File: src/rtl/pkt_read_pkg.sv
// Shared types, default parameters and the circular-address helper for pkt_read_sequencer.
package pkt_read_pkg;

  localparam int unsigned DEF_PACKAGE_LENGTH = 518;
  localparam int unsigned DEF_MEMORY_DEPTH   = 24576;
  localparam int unsigned DEF_N_CHANNELS     = 16;
  localparam int unsigned DEF_ADDR_W         = 15;
  localparam int unsigned DEF_CH_W           = 4;
  localparam int unsigned DEF_CNT_W          = 12;
  localparam int unsigned DEF_QUEUE_W        = 6;

  typedef enum logic {
    IDLE = 1'b0,
    READ = 1'b1
  } state_t;

  // Next address in a buffer whose depth need not be a power of two.
  function automatic int unsigned addr_inc(input int unsigned addr, input int unsigned depth);
    return (addr == depth - 1) ? 0 : addr + 1;
  endfunction

endpackage

File: src/rtl/pkt_read_sequencer_queue.sv
// Saturating pending-packet counter with sticky overflow (pkt_queue_counter).
module pkt_queue_counter #(
  parameter int unsigned QUEUE_W = 6
) (
  input  logic               clk,
  input  logic               rst_n,
  input  logic               inc,
  input  logic               dec,
  output logic [QUEUE_W-1:0] count,
  output logic               overflow
);

  always_ff @(posedge clk) begin
    if (!rst_n) begin
      count    <= '0;
      overflow <= 1'b0;
    end else if (inc && !dec) begin
      if (count == '1) overflow <= 1'b1;
      else             count    <= count + 1'b1;
    end else if (dec && !inc) begin
      count <= count - 1'b1;
    end
  end

endmodule

File: src/rtl/pkt_read_sequencer.sv
// Replays each queued packet from a circular buffer once per channel.
// Optional channel mask input enabled by defining PKT_READ_CHANNEL_MASK_EN.
module pkt_read_sequencer
  import pkt_read_pkg::*;
#(
  parameter int unsigned PACKAGE_LENGTH = DEF_PACKAGE_LENGTH,
  parameter int unsigned MEMORY_DEPTH   = DEF_MEMORY_DEPTH,
  parameter int unsigned N_CHANNELS     = DEF_N_CHANNELS,
  parameter int unsigned ADDR_W         = DEF_ADDR_W,
  parameter int unsigned CH_W           = DEF_CH_W,
  parameter int unsigned CNT_W          = DEF_CNT_W,
  parameter int unsigned QUEUE_W        = DEF_QUEUE_W
) (
  input  logic               clk,
  input  logic               rst_n,
  input  logic               read_start,
  input  logic               rd_ready,
`ifdef PKT_READ_CHANNEL_MASK_EN
  input  logic [N_CHANNELS-1:0] ch_mask,
`endif
  output logic               ren,
  output logic [ADDR_W-1:0]  raddr,
  output logic [CH_W-1:0]    input_id,
  output logic               first_word,
  output logic               last_word,
  output logic [QUEUE_W-1:0] n_mem_queue,
  output logic               queue_overflow,
  output logic               busy
);

  state_t            state;
  logic [ADDR_W-1:0] init_addr;
  logic [CNT_W-1:0]  cnt;
  logic [ADDR_W:0]   init_sum;
  logic [ADDR_W-1:0] init_next;
  logic [CH_W-1:0]   next_id;
  logic [CH_W-1:0]   first_id;
  logic              has_next;
  logic              word_last;
  logic              xfer;
  logic              retire;

  assign word_last  = (cnt == CNT_W'(PACKAGE_LENGTH - 1));
  assign xfer       = (state == READ) && ren && rd_ready;
  assign first_word = ren && (cnt == '0);
  assign last_word  = ren && word_last;
  assign busy       = (state != IDLE);

  assign init_sum  = {1'b0, init_addr} + (ADDR_W+1)'(PACKAGE_LENGTH);
  assign init_next = (init_sum >= (ADDR_W+1)'(MEMORY_DEPTH))
                   ? ADDR_W'(init_sum - (ADDR_W+1)'(MEMORY_DEPTH))
                   : init_sum[ADDR_W-1:0];

`ifdef PKT_READ_CHANNEL_MASK_EN
  logic [N_CHANNELS-1:0] mask_q;

  // Downward scans so the lowest qualifying channel wins.
  always_comb begin
    has_next = 1'b0;
    next_id  = input_id;
    first_id = '0;
    for (int unsigned i = N_CHANNELS; i > 0; i--) begin
      if (mask_q[i-1] && ((i - 1) > 32'(input_id))) begin
        has_next = 1'b1;
        next_id  = CH_W'(i - 1);
      end
      if (ch_mask[i-1]) first_id = CH_W'(i - 1);
    end
  end

  // An all-zero latched mask enters READ with ren low and retires next cycle.
  assign retire = (state == READ) && ((xfer && word_last && !has_next) || !ren);
`else
  always_comb begin
    has_next = (input_id < CH_W'(N_CHANNELS - 1));
    next_id  = input_id + 1'b1;
    first_id = '0;
  end

  assign retire = xfer && word_last && !has_next;
`endif

  pkt_queue_counter #(.QUEUE_W(QUEUE_W)) u_queue (
    .clk      (clk),
    .rst_n    (rst_n),
    .inc      (read_start),
    .dec      (retire),
    .count    (n_mem_queue),
    .overflow (queue_overflow)
  );

  always_ff @(posedge clk) begin
    if (!rst_n) begin
      state     <= IDLE;
      ren       <= 1'b0;
      raddr     <= '0;
      input_id  <= '0;
      cnt       <= '0;
      init_addr <= '0;
`ifdef PKT_READ_CHANNEL_MASK_EN
      mask_q    <= '0;
`endif
    end else begin
      case (state)
        IDLE: begin
          if (n_mem_queue != '0) begin
            state    <= READ;
            raddr    <= init_addr;
            cnt      <= '0;
            input_id <= first_id;
`ifdef PKT_READ_CHANNEL_MASK_EN
            mask_q   <= ch_mask;
            ren      <= |ch_mask;
`else
            ren      <= 1'b1;
`endif
          end
        end
        READ: begin
          if (retire) begin
            state     <= IDLE;
            ren       <= 1'b0;
            init_addr <= init_next;
          end else if (xfer) begin
            if (!word_last) begin
              raddr <= ADDR_W'(addr_inc(32'(raddr), MEMORY_DEPTH));
              cnt   <= cnt + 1'b1;
            end else begin
              raddr    <= init_addr;
              cnt      <= '0;
              input_id <= next_id;
            end
          end
        end
        default: state <= IDLE;
      endcase
    end
  end

endmodule

File: config.mk
export PLATFORM = sky130hd
export DESIGN_NAME = pkt_read_sequencer
export DESIGN_NICKNAME = d
export VERILOG_FILES = /design/src/rtl/pkt_read_pkg.sv /design/src/rtl/pkt_read_sequencer_queue.sv /design/src/rtl/pkt_read_sequencer.sv
export SDC_FILE = /design/constraint.sdc
export NUM_CORES = 1
export LEC_CHECK = 0
export ABC_AREA = 1
export ABC_CLOCK_PERIOD_IN_PS = 2760
export CORE_MARGIN = 1.5
export CORE_UTILIZATION = 30
export DETAILED_ROUTE_END_ITERATION = 8
export PLACE_DENSITY_LB_ADDON = 0.2
export SYNTH_ARGS = -nofsm -noshare
export SYNTH_HDL_FRONTEND = slang
export SYNTH_SLANG_ARGS = --single-unit
export TNS_END_PERCENT = 100
File: constraint.sdc
create_clock -name clk -period 2.76 [get_ports clk]
set_clock_uncertainty 0.05 [all_clocks]
set_input_delay 0.414 -clock clk [delete_from_list [all_inputs] [get_ports clk]]
set_output_delay 0.414 -clock clk [all_outputs]
set_load 0.02 [all_outputs]
==> metrics.yaml, run 1 <==
final_cell_mix: "nand2_1 (140), nand3_1 (69), inv_1 (61)"
crit_fanout: 6
drive_gt1_frac: 0.0864
start_util: 0.306
n_antenna_cell: 0
cp.required_ns: 2.30
final_common_cell: "nand2_1"
maxCapViolCount: 0
clockRootBuffer: "clkbuf_16"
clkLatencyLatePin_ns: 0.30
clock_path_buffers: 2
hold_path.class: "reg -> reg"
dpl.hpwl_um: 6670
die_w_um: 110
antenna_found_initial: 0
pre_cts_slack_ns: 0.0110
drt_iter0_drc: 131
netlist_area_um2: 3460
irDropWorstVdd_uv: 319
crit_path_start_kind: "flip-flop"
grt_pass1_wl_um: 15200
power.density_nw_per_um2: 476
syn_to_final_growth_pct: 20.7
grt-ovfl-total: 0
grt_max_degree: 31
cp_cell_sequence: "inv_1, ha_1, nand3_1, nor2_2, nand2_2, nor2_1, clkdlybuf4s50_1"
firstDrtPassIters: 4
gp_congestion: 0.826
grt_pass1_vias: 3173
ys_ff_latch: 54
tightestPinTransition_ns: 0.567
critical_path.max_stage_delay_ns: 0.62
rsz0062_at_grt: "false"
status: "finished clean"
fillerInstances: 1242
track_usage: 0.149
rows: 39
finalSetupViolCount: 0
die-area_um2: 12200
multi_input_area_um2: 2050
crit_arrival_ns: 2.06
core_um2: 11300
vias: 3372
max_slew_margin: 0.621
cts_buffers: 5
setup_tns_ns: 0
synth.net_count: 543
clock_sinks: 54
port_buffers: 33
syn_area_per_cell_um2: 6.58
ant_nets: 0
viasPerCell: 4.75
cts-hold-fix-buffers: 0
finalCritPeriodShare: 0.915
fmax_ghz: 0.396
finalWorstSetupSlack_ns: 0.236
cts-htree-levels: 2
ys_types: 42
die_h_um: 110
top_level_ports: 34
min_period_ns: 2.52
hold_violations: 0
wl_um: 8880
nNetsFinal: 583
yosys_warnings: 0
maxSlewViolCount: 0
cts.clk_slew.worst_paths_ns: 0.07
slowest_stage: "clkdlybuf4s50_1"
drc: 0
routedWlPerCell_um: 12.5
p_leak_uw: 0.00170
worstSetupPathType: "reg -> out"
regArea_um2: 1080
end_kind: "output port"
cts_tree: "done"
synth_seq_area_share: 0.312
syn_inst: 526
## sequential cells by signal, indices dropped and copies added, names as in the netlist
name / count
busy: 1
cnt: 12
init_addr: 14
input_id: 4
raddr: 15
ren: 1
u_queue.count: 6
u_queue.overflow: 1
## where the power goes
part           leakage (uW)  internal, uW  switching [uW]
clock network     0.0000971           546             309
logic               0.00117           106             194
registers          0.000438           802            29.1
total               0.00170          1450             533
## kinds of logic after synthesis
| logic type | share of synthesized area |
|---|---|
| fa+ha+maj | 0.0492 |
| xor+xnor | 0.0380 |
| buf+inv | 0.0965 |
| flops | 0.312 |
| simple gates | 0.408 |
| compound gates | 0.0958 |
## layer usage
layer	track usage	wire length (um)	vias to the layer above
met2	0.247	4270	36
met3	0.0247	218	5
met5	0	0	-
li1	-	-	1787
met4	0.0453	89	0
met1	0.197	4310	1544
## final timing paths
| kind | to | slack, ns | depth (start not counted) | from |
|---|---|---|---|---|
| max reg2reg | u_queue.count[5] | 0.29 | 15 | input_id[0] |
| min | u_queue.overflow | 0.42 | 1 | u_queue.overflow |
| min reg2reg | u_queue.overflow | 0.42 | 1 | u_queue.overflow |
| max | last_word | 0.24 | 7 | cnt[1] |
## through the flow
step	power (uW)	cells	hold slack [ns]	util	area, um^2
2_1_floorplan	1070	526	0.406	-	3460
3_3_place_gp	1150	702	0.402	0.351	3970
3_5_place_dp	1150	702	0.408	0.351	3970
4_1_cts	2010	710	0.427	0.369	4170
5_1_grt	2080	710	0.442	0.369	4180
6_report	1990	710	0.419	0.369	4180
## cell usage after synthesis
cell / number / share of area
nand2_1: 140 / 0.15
nand3_1: 69 / 0.10
inv_1: 61 / 0.066
dfxtp_1: 54 / 0.31
nor2_1: 48 / 0.052
o21ai_0: 21 / 0.030
a21oi_1: 20 / 0.029
xor2_1: 13 / 0.033
ha_1: 12 / 0.043
nor3_1: 9 / 0.013
nand4_1: 8 / 0.014
nand2_2: 7 / 0.013
nand3b_1: 7 / 0.015
o22ai_1: 6 / 0.011
buf_6: 4 / 0.013
nor2_2: 4 / 0.0072
buf_2: 3 / 0.0043
clkbuf_1: 3 / 0.0033
nand2_4: 3 / 0.0098
a21oi_2: 2 / 0.0051
a31oi_1: 2 / 0.0036
and3_1: 2 / 0.0036
clkinv_1: 2 / 0.0022
inv_2: 2 / 0.0022
nand3_2: 2 / 0.0058
nor3_2: 2 / 0.0058
nor4_1: 2 / 0.0036
o21ai_1: 2 / 0.0029
o21bai_1: 2 / 0.0043
xnor2_1: 2 / 0.0051
a211o_1: 1 / 0.0025
buf_4: 1 / 0.0022
clkinv_2: 1 / 0.0014
fa_1: 1 / 0.0058
inv_4: 1 / 0.0018
nor3b_2: 1 / 0.0036
nor4_4: 1 / 0.0061
o21a_1: 1 / 0.0022
o21ai_2: 1 / 0.0025
o221ai_1: 1 / 0.0025
or2_1: 1 / 0.0018
or2_2: 1 / 0.0018
## area by class of cell
type | count | share of cell area
multi-input combinational | 394 | 0.490
clock buffer | 6 | 0.0333
inverter | 67 | 0.0611
sequential | 54 | 0.259
tap | 143 | 0.0428
timing repair buffer | 44 | 0.0989
clock inverter | 2 | 0.0144
## what timing repair did
item / CTS / global route
setup buffers: 0 / 0
endpoints found under the setup margin: 0 / 3
resized for setup: 0 / 2
## critical path, delay by kind of cell (launching register included)
kind / cells / cell delay [ns]
flip-flops: 1 / 0.32
buffers and inverters: 2 / 0.72
AND/OR/NAND/NOR: 4 / 0.57
adder cells (fa/ha/maj): 1 / 0.15
No activity file was read; power rests on OpenSTA's default activity.
==> run 2, diff against run 1 <==
- RECOVER_POWER: not set -> 25
==> run 2 against run 1 <==
Setup slack got worse by 0.0011 ns. Sequential power hardly changed. Utilization is essentially flat. Critical path type unchanged. Highest routed layer unchanged.
==> metrics.yaml, run 2 (synthesis results as in run 1) <==
cts_buffers: 5
cp.required_ns: 2.30
hold_depth: 1
switching_share: 0.268
finalCritPeriodShare: 0.915
critical_path.max_stage_delay_ns: 0.62
top_regs: "raddr: 15 flops, init_addr: 14 flops, cnt: 12 flops"
r2r_start: "input_id[0]"
cts.clk_slew.worst_paths_ns: 0.07
power.total_uw: 1980
crit_fanout: 6
largest_register: "raddr"
fmax_ghz: 0.396
core_um2: 11300
largest_reg_flops: 15
max_slew_margin: 0.621
clkLatencyLatePin_ns: 0.30
dpl.hpwl_um: 6670
port_buffers: 33
nNetsFinal: 583
grt_max_degree: 31
viasPerCell: 4.75
grt_pass1_vias: 3173
crit_path_start_kind: "flip-flop"
track_usage: 0.149
grt_pass1_wl_um: 15200
cts-hold-fix-buffers: 0
power.density_nw_per_um2: 475
hold_path.class: "reg -> reg"
syn_to_final_growth_pct: 20.5
crit_buf_inv: 2
cp_cell_sequence: "inv_1, ha_1, nand3_1, nor2_2, nand2_2, nor2_1, clkdlybuf4s50_1"
slowest_stage: "clkdlybuf4s50_1"
status: "finished clean"
drive_gt1_frac: 0.0847
worstRegToRegCells: 15
vias: 3373
die_h_um: 110
clock_path_buffers: 2
setup_tns_ns: 0
cts-htree-levels: 2
final_common_cell: "nand2_1"
worstSetupPathType: "reg -> out"
firstDrtPassIters: 4
drt_iter0_drc: 129
crit_arrival_ns: 2.06
grt-ovfl-total: 0
fillerInstances: 1243
pwr-share-comb: 0.149
clockRootBuffer: "clkbuf_16"
reg2reg_slack_ns: 0.26
start_util: 0.306
p_switching_uw: 531
rsz0062_at_grt: "false"
multi_input_area_um2: 2040
end_kind: "output port"
ant_nets: 0
wl_um: 8870
min_period_ns: 2.53
holdPathEnd: "u_queue.overflow"
maxSlewViolCount: 0
finalSetupViolCount: 0
die_w_um: 110
r2r_end: "u_queue.count[5]"
rows: 39
pre_cts_slack_ns: 0.0110
cts_resized: 0
hold_violations: 0
finalWorstSetupSlack_ns: 0.235
worstHoldStart: "u_queue.overflow"
drc: 0
maxCapViolCount: 0
n_antenna_cell: 0
top_level_ports: 34
p_leak_uw: 0.00176
fin_area_um2: 4170
seq_power_share: 0.419
die-area_um2: 12200
clock_power_share: 0.431
final_cell_mix: "nand2_1 (140), nand3_1 (69), inv_1 (61)"
tightestPinTransition_ns: 0.567
dpl_cell_area_um2: 3970
irDropWorstVdd_uv: 319
routedWlPerCell_um: 12.5
cts_tree: "done"
clock_sinks: 54
intPower_uw: 1450
critPathTopFamily: "buffers and inverters"
regArea_um2: 1080
gp_congestion: 0.826
cts_setup_buffers: 0
antenna_found_initial: 0
==> run 2: cell count changes in the layout (fill, tap and decap cells not counted) <==
| cell | before | now |
|---|---|---|
| dlygate4sd3_1 | 0 | 19 |
| nor3b_1 | 0 | 1 |
| nor3b_2 | 1 | 0 |
| clkdlybuf4s50_1 | 33 | 14 |
==> run 2: power groups by stage <==
stage	clock network, uW	logic [uW]	registers, uW
after floorplan	0	206	864
after global placement	0	302	849
after detailed placement	0	304	849
after CTS	876	306	831
after global routing	908	329	835
final	854	296	831
==> run 2: layout make-up <==
cell class	instances	share of cell area
clock buffer	6	0.0333
tap	143	0.0429
inverter	67	0.0612
clock inverter	2	0.0144
timing repair buffer	44	0.0990
multi-input combinational	394	0.490
sequential	54	0.259
==> run 2: worst max path at each step <==
stage,cells after the start,start,endpoint
3_3_place_gp,15,rd_ready,u_queue.count[5]
3_5_place_dp,15,rd_ready,u_queue.count[5]
4_1_cts,7,cnt[1],last_word
6_report,7,cnt[1],last_word
2_1_floorplan,15,input_id[0],u_queue.count[5]
5_1_grt,19,init_addr[2],init_addr[14]
==> run 2: per-stage QoR <==
stage | utilization | cells | hold slack (ns)
after global routing | 0.368 | 710 | 0.445
after CTS | 0.369 | 710 | 0.427
after floorplan | - | 526 | 0.406
after global placement | 0.351 | 702 | 0.402
after detailed placement | 0.351 | 702 | 0.408
final | 0.368 | 710 | 0.415
==> run 2: metal layers <==
metal  GRT usage  vias to the layer above  wire [um]
li1            -                     1786          -
met4      0.0453                        0         84
met3      0.0247                        5        224
met2       0.247                       41       4280
met1       0.197                     1541       4290
met5           0                        -          0
==> run 2: worst reg2reg max path, cell delays in order (launching register included) <==
cell and delay, ns:
dfxtp_1 0.42, ha_1 0.21, nand2_1 0.06, nor3b_1 0.23, nand3_2 0.11, nand2_1 0.16
ha_1 0.30, nand3_1 0.10, nand3_1 0.11, nand2_1 0.08, nand2_1 0.04, a21oi_1 0.16
o21bai_1 0.16, nand3_1 0.09, nand2_1 0.07, nor2_1 0.05
==> run 3, diff against run 2 <==
- ABC_CLOCK_PERIOD_IN_PS: 2760 -> 3100
- clock period: 2.76 -> 3.1 ns (I/O delays scaled with it)
==> run 3 against run 2 <==
Clock power shrank 23%. Worst hold slack hardly changed. Utilization down 0.74 points. Combinational power decreased by 14%. Sequential cell count stayed put. Total power fell by 17%. Die area is the same. Wire length shrank 3.4%. Clock-buffer cell count stayed put. Final cell count fell by 0.99%. Global-route usage is 0.72 points lower. Critical endpoint unchanged. Highest routed layer unchanged.
==> metrics.yaml, run 3 (synthesis results as in run 1) <==
status: "finished clean"
clock_power_share: 0.397
n_antenna_cell: 0
worstSetupPathType: "reg -> out"
power.density_nw_per_um2: 404
grt_pass1_wl_um: 14200
dpl.hpwl_um: 6520
grt_max_degree: 36
met3_usage: 0.0258
clkLatencyLatePin_ns: 0.30
track_usage: 0.141
drt_iter0_drc: 134
nNetsFinal: 576
crit_top_cell: "nor2_1"
r2r_start: "cnt[1]"
final_common_cell: "nand2_1"
maxCapViolCount: 0
die_h_um: 110
final_cell_mix: "nand2_1 (140), nand3_1 (69), inv_1 (61)"
r2r_end: "u_queue.count[5]"
cp_cell_sequence: "inv_1, ha_1, nand3_1, nor2_1, nand2_2, nor2_1, clkdlybuf4s50_1"
antenna_found_initial: 0
die-area_um2: 12200
p_switching_uw: 470
core_um2: 11300
tightestPinTransition_ns: 0.550
fillerInstances: 1249
rsz0062_at_grt: "false"
firstDrtPassIters: 4
worstRegToRegCells: 16
port_buffers: 33
min_period_ns: 2.63
finalSetupViolCount: 0
critPathTopFamily: "buffers and inverters"
crit_buf_inv: 2
largest_reg_flops: 15
use_met1: 0.181
cts_tree: "done"
largest_register: "raddr"
dpl_cell_area_um2: 3920
grt-ovfl-total: 0
cts-hold-fix-buffers: 0
ant_nets: 0
drive_gt1_frac: 0.0696
cts-htree-levels: 2
die_w_um: 110
setup_tns_ns: 0
routedWlPerCell_um: 12.2
crit_end: "last_word"
clock_path_buffers: 2
p_leak_uw: 0.00170
hold_violations: 0
grt_pass1_vias: 3021
drc: 0
maxSlewViolCount: 0
crit_arrival_ns: 2.12
cp_num_cells: 7
fin_area_um2: 4090
pwr-share-comb: 0.155
critical_path.max_stage_delay_ns: 0.62
intPower_uw: 1180
reg2reg_slack_ns: 0.56
rows: 39
hold_path.class: "reg -> reg"
start_util: 0.306
gp_congestion: 0.834
clockRootBuffer: "clkbuf_16"
max_slew_margin: 0.632
viasPerCell: 4.72
cts.clk_slew.worst_paths_ns: 0.07
wl_um: 8570
switching_share: 0.285
seq_power_share: 0.448
top_level_ports: 34
irDropWorstVdd_uv: 277
cts_buffers: 5
clock_sinks: 54
top_regs: "raddr: 15 flops, init_addr: 14 flops, cnt: 12 flops"
fmax_ghz: 0.380
cp.required_ns: 2.58
vias: 3317
startpoint: "cnt[1]"
syn_to_final_growth_pct: 18.1
crit_path_start_kind: "flip-flop"
grt.busiest_layer: "met2"
met2_usage: 0.242
cts_resized: 0
end_kind: "output port"
slowest_stage: "clkdlybuf4s50_1"
cts_setup_buffers: 0
crit_fanout: 6
finalCritPeriodShare: 0.849
[run 3: layout make-up]
class	count	area, um^2	share of cell area
clock buffer	6	129	0.0315
clock inverter	2	37.5	0.00918
inverter	67	255	0.0624
multi-input combinational	394	2050	0.500
sequential	54	1080	0.264
tap	143	179	0.0438
timing repair buffer	37	360	0.0882
[run 3: stage by stage]
| step | utilization | std cells | power [uW] | hold WS [ns] | setup slack, ns |
|---|---|---|---|---|---|
| floorplan | - | 526 | 952 | 0.406 | 0.651 |
| global placement | 0.346 | 695 | 1020 | 0.403 | 0.287 |
| detailed placement | 0.346 | 695 | 1020 | 0.407 | 0.202 |
| CTS | 0.361 | 703 | 1670 | 0.425 | 0.431 |
| global route | 0.361 | 703 | 1730 | 0.438 | 0.215 |
| finish | 0.361 | 703 | 1650 | 0.414 | 0.467 |
[run 3: per-layer routing]
layer  vias to the layer above  wire length (um)
met5                         -                 0
met4                         0                96
met3                         7               182
met2                        27              4060
met1                      1507              4230
li1                       1776                 -
[run 3: worst min-delay path by stage]
stage,from,end,slack (ns),cells after the start
after floorplan,init_addr[14],init_addr[14],0.41,2
after global placement,u_queue.overflow,u_queue.overflow,0.40,1
after detailed placement,u_queue.overflow,u_queue.overflow,0.41,1
after CTS,u_queue.overflow,u_queue.overflow,0.42,1
after global routing,u_queue.overflow,u_queue.overflow,0.44,1
final,u_queue.overflow,u_queue.overflow,0.41,1
[run 3: worst reg2reg max path, cell delays in order, from the launching register on]
cell and delay (ns):
dfxtp_1 0.31, inv_1 0.10, ha_1 0.16, nand3_1 0.07
nor2_1 0.26, nand3_2 0.12, nand2_1 0.22, ha_1 0.32
nand3_1 0.10, nand3_1 0.11, nand2_1 0.08, nand2_1 0.05
a21oi_1 0.14, o21bai_1 0.15, nand3_1 0.09, nand2_1 0.07
nor2_1 0.04
[run 3: power by group through the flow]
stage / clock [uW] / combinational, uW / sequential, uW
floorplan: 0 / 184 / 769
global placement: 0 / 261 / 756
detailed placement: 0 / 263 / 757
CTS: 667 / 264 / 740
global route: 698 / 285 / 743
finish: 655 / 256 / 739
==> RTL edit, RTL diff (settings of run 1) <==
Set the package constant `DEF_ADDR_W` to 16 (it was 15).
--- a/src/rtl/pkt_read_pkg.sv
+++ b/src/rtl/pkt_read_pkg.sv
@@ -5,5 +5,5 @@
   localparam int unsigned DEF_MEMORY_DEPTH   = 24576;
   localparam int unsigned DEF_N_CHANNELS     = 16;
-  localparam int unsigned DEF_ADDR_W         = 15;
+  localparam int unsigned DEF_ADDR_W         = 16;
   localparam int unsigned DEF_CH_W           = 4;
   localparam int unsigned DEF_CNT_W          = 12;
Ports: changed (resized raddr); port bits go from 34 to 35. The function was not compared with the original's and may differ.
==> RTL edit against run 1 <==
Sequential cell count is 2 higher. Combinational power is 26% higher. Worst setup slack worse by 8.3 ps. Area after synthesis is 7.2% higher. Routed wire length is 14% higher. Power is 4.0% lower. Final area is 5.1% higher. Worst hold slack better by 24 ps. Global-route usage is 1.7 points higher. Largest cell class unchanged.
==> RTL edit: results <==
export IMPL_dp_slack_ps=-32.5
export IMPL_relSlewSlack_pct=59.6
export IMPL_grtUsageTotal_pct=16.5
export IMPL_insertion_delay_ps=300
export IMPL_p_leak_uw=0.00179
export IMPL_use_met2_pct=28.0
export IMPL_grt_first_pass_wirelength_mm=17.5
export IMPL_use_met3_pct=2.28
export IMPL_dp_hpwl_mm=7.46
export IMPL_synth_cells=587
export IMPL_placed_cells=781
export IMPL_num_vias=3750
export IMPL_fin_cells=789
export IMPL_reg2reg_setup_slack_ps=250
export IMPL_synth_compound_area_share_pct=10.4
export IMPL_cp_max_fo=4
export IMPL_io_buffers=34
export IMPL_fmax_ghz=0.395
export IMPL_yosys_warnings=0
export IMPL_synth_xor_area_share_pct=2.83
export IMPL_grt_pass1_vias=3613
export IMPL_drt_wirelength_per_cell_um=12.9
export IMPL_synth_distinct_cells=34
export IMPL_gp_congestion=0.798
export IMPL_fin_nets=636
export IMPL_status="completed"
export IMPL_yosys_top_cells_area="dfxtp_1 30%, nand2_1 15%, nand3_1 9.6%, nor2_1 6.8%, inv_1 6.4%"
export IMPL_synth_common_cells="148 x nand2_1, 71 x nand3_1, 67 x nor2_1"
export IMPL_ys_seq_area_share_pct=30.2
export IMPL_drive_gt1_share_pct=6.28
export IMPL_grt_start_max_net_pins=26
export IMPL_dr_first_iter_drc_count=196
export IMPL_synthesis_nets=603
export IMPL_top_regs="raddr x16, init_addr x15, cnt x12"
export IMPL_vdd_ir_drop_max_v=0.000222
## RTL edit: worst paths after layout
path                    start                to  cells past startpoint
max                    cnt[1]         last_word                      7
min          u_queue.overflow  u_queue.overflow                      1
max reg2reg       input_id[0]  u_queue.count[5]                     12
min reg2reg  u_queue.overflow  u_queue.overflow                      1
## RTL edit: area by class of cell
cell class	count	area, µm²
clock inverters	2	10.0
flip-flops and latches	56	1120
well taps	168	210
clock buffers	6	139
multi-input cells	444	2230
inverters	68	260
repair buffers	45	423
fillers	1275	7670
## RTL edit: kinds of logic after synthesis
| logic type | count (synthesis) |
|---|---|
| fa+ha+maj | 12 |
| buf+inv | 87 |
| compound gates | 73 |
| xor+xnor | 12 |
| simple gates | 347 |
| flops | 56 |
## RTL edit: what timing repair did
item                       CTS  global route
setup endpoints to repair    0             1
resized for setup            0             1
hold endpoints to repair     0             0
## RTL edit: power groups by stage
stage               Sequential, µW  Clock (µW)  Combinational [µW]
finish                         866         663                 378
global route                   871         709                 415
CTS                            867         687                 381
detailed placement             885           0                 380
global placement               884           0                 372
floorplan                      900           0                 234
## RTL edit: per-layer routing
metal	vias to the layer above	part of all wire (%)
li1	1999	-
met1	1678	49
met2	65	47
met3	8	3.2
met4	0	0.94
met5	-	0
## RTL edit: critical path, stage by stage (launching register included)
cell	delay, ps
dfxtp_1	350
inv_1	100
ha_1	170
nand2_1	70
nor2_2	190
nand3_1	140
nor2_1	140
clkdlybuf4s50_1	620
## RTL edit: stage by stage
stage	util, %	instance area [µm²]	hold slack, ps	power (µW)
floorplan	-	3710	402	1130
global placement	35.1	4240	423	1260
detailed placement	35.1	4240	421	1260
CTS	36.4	4390	452	1930
global route	36.4	4390	484	2000
finish	36.4	4390	443	1910
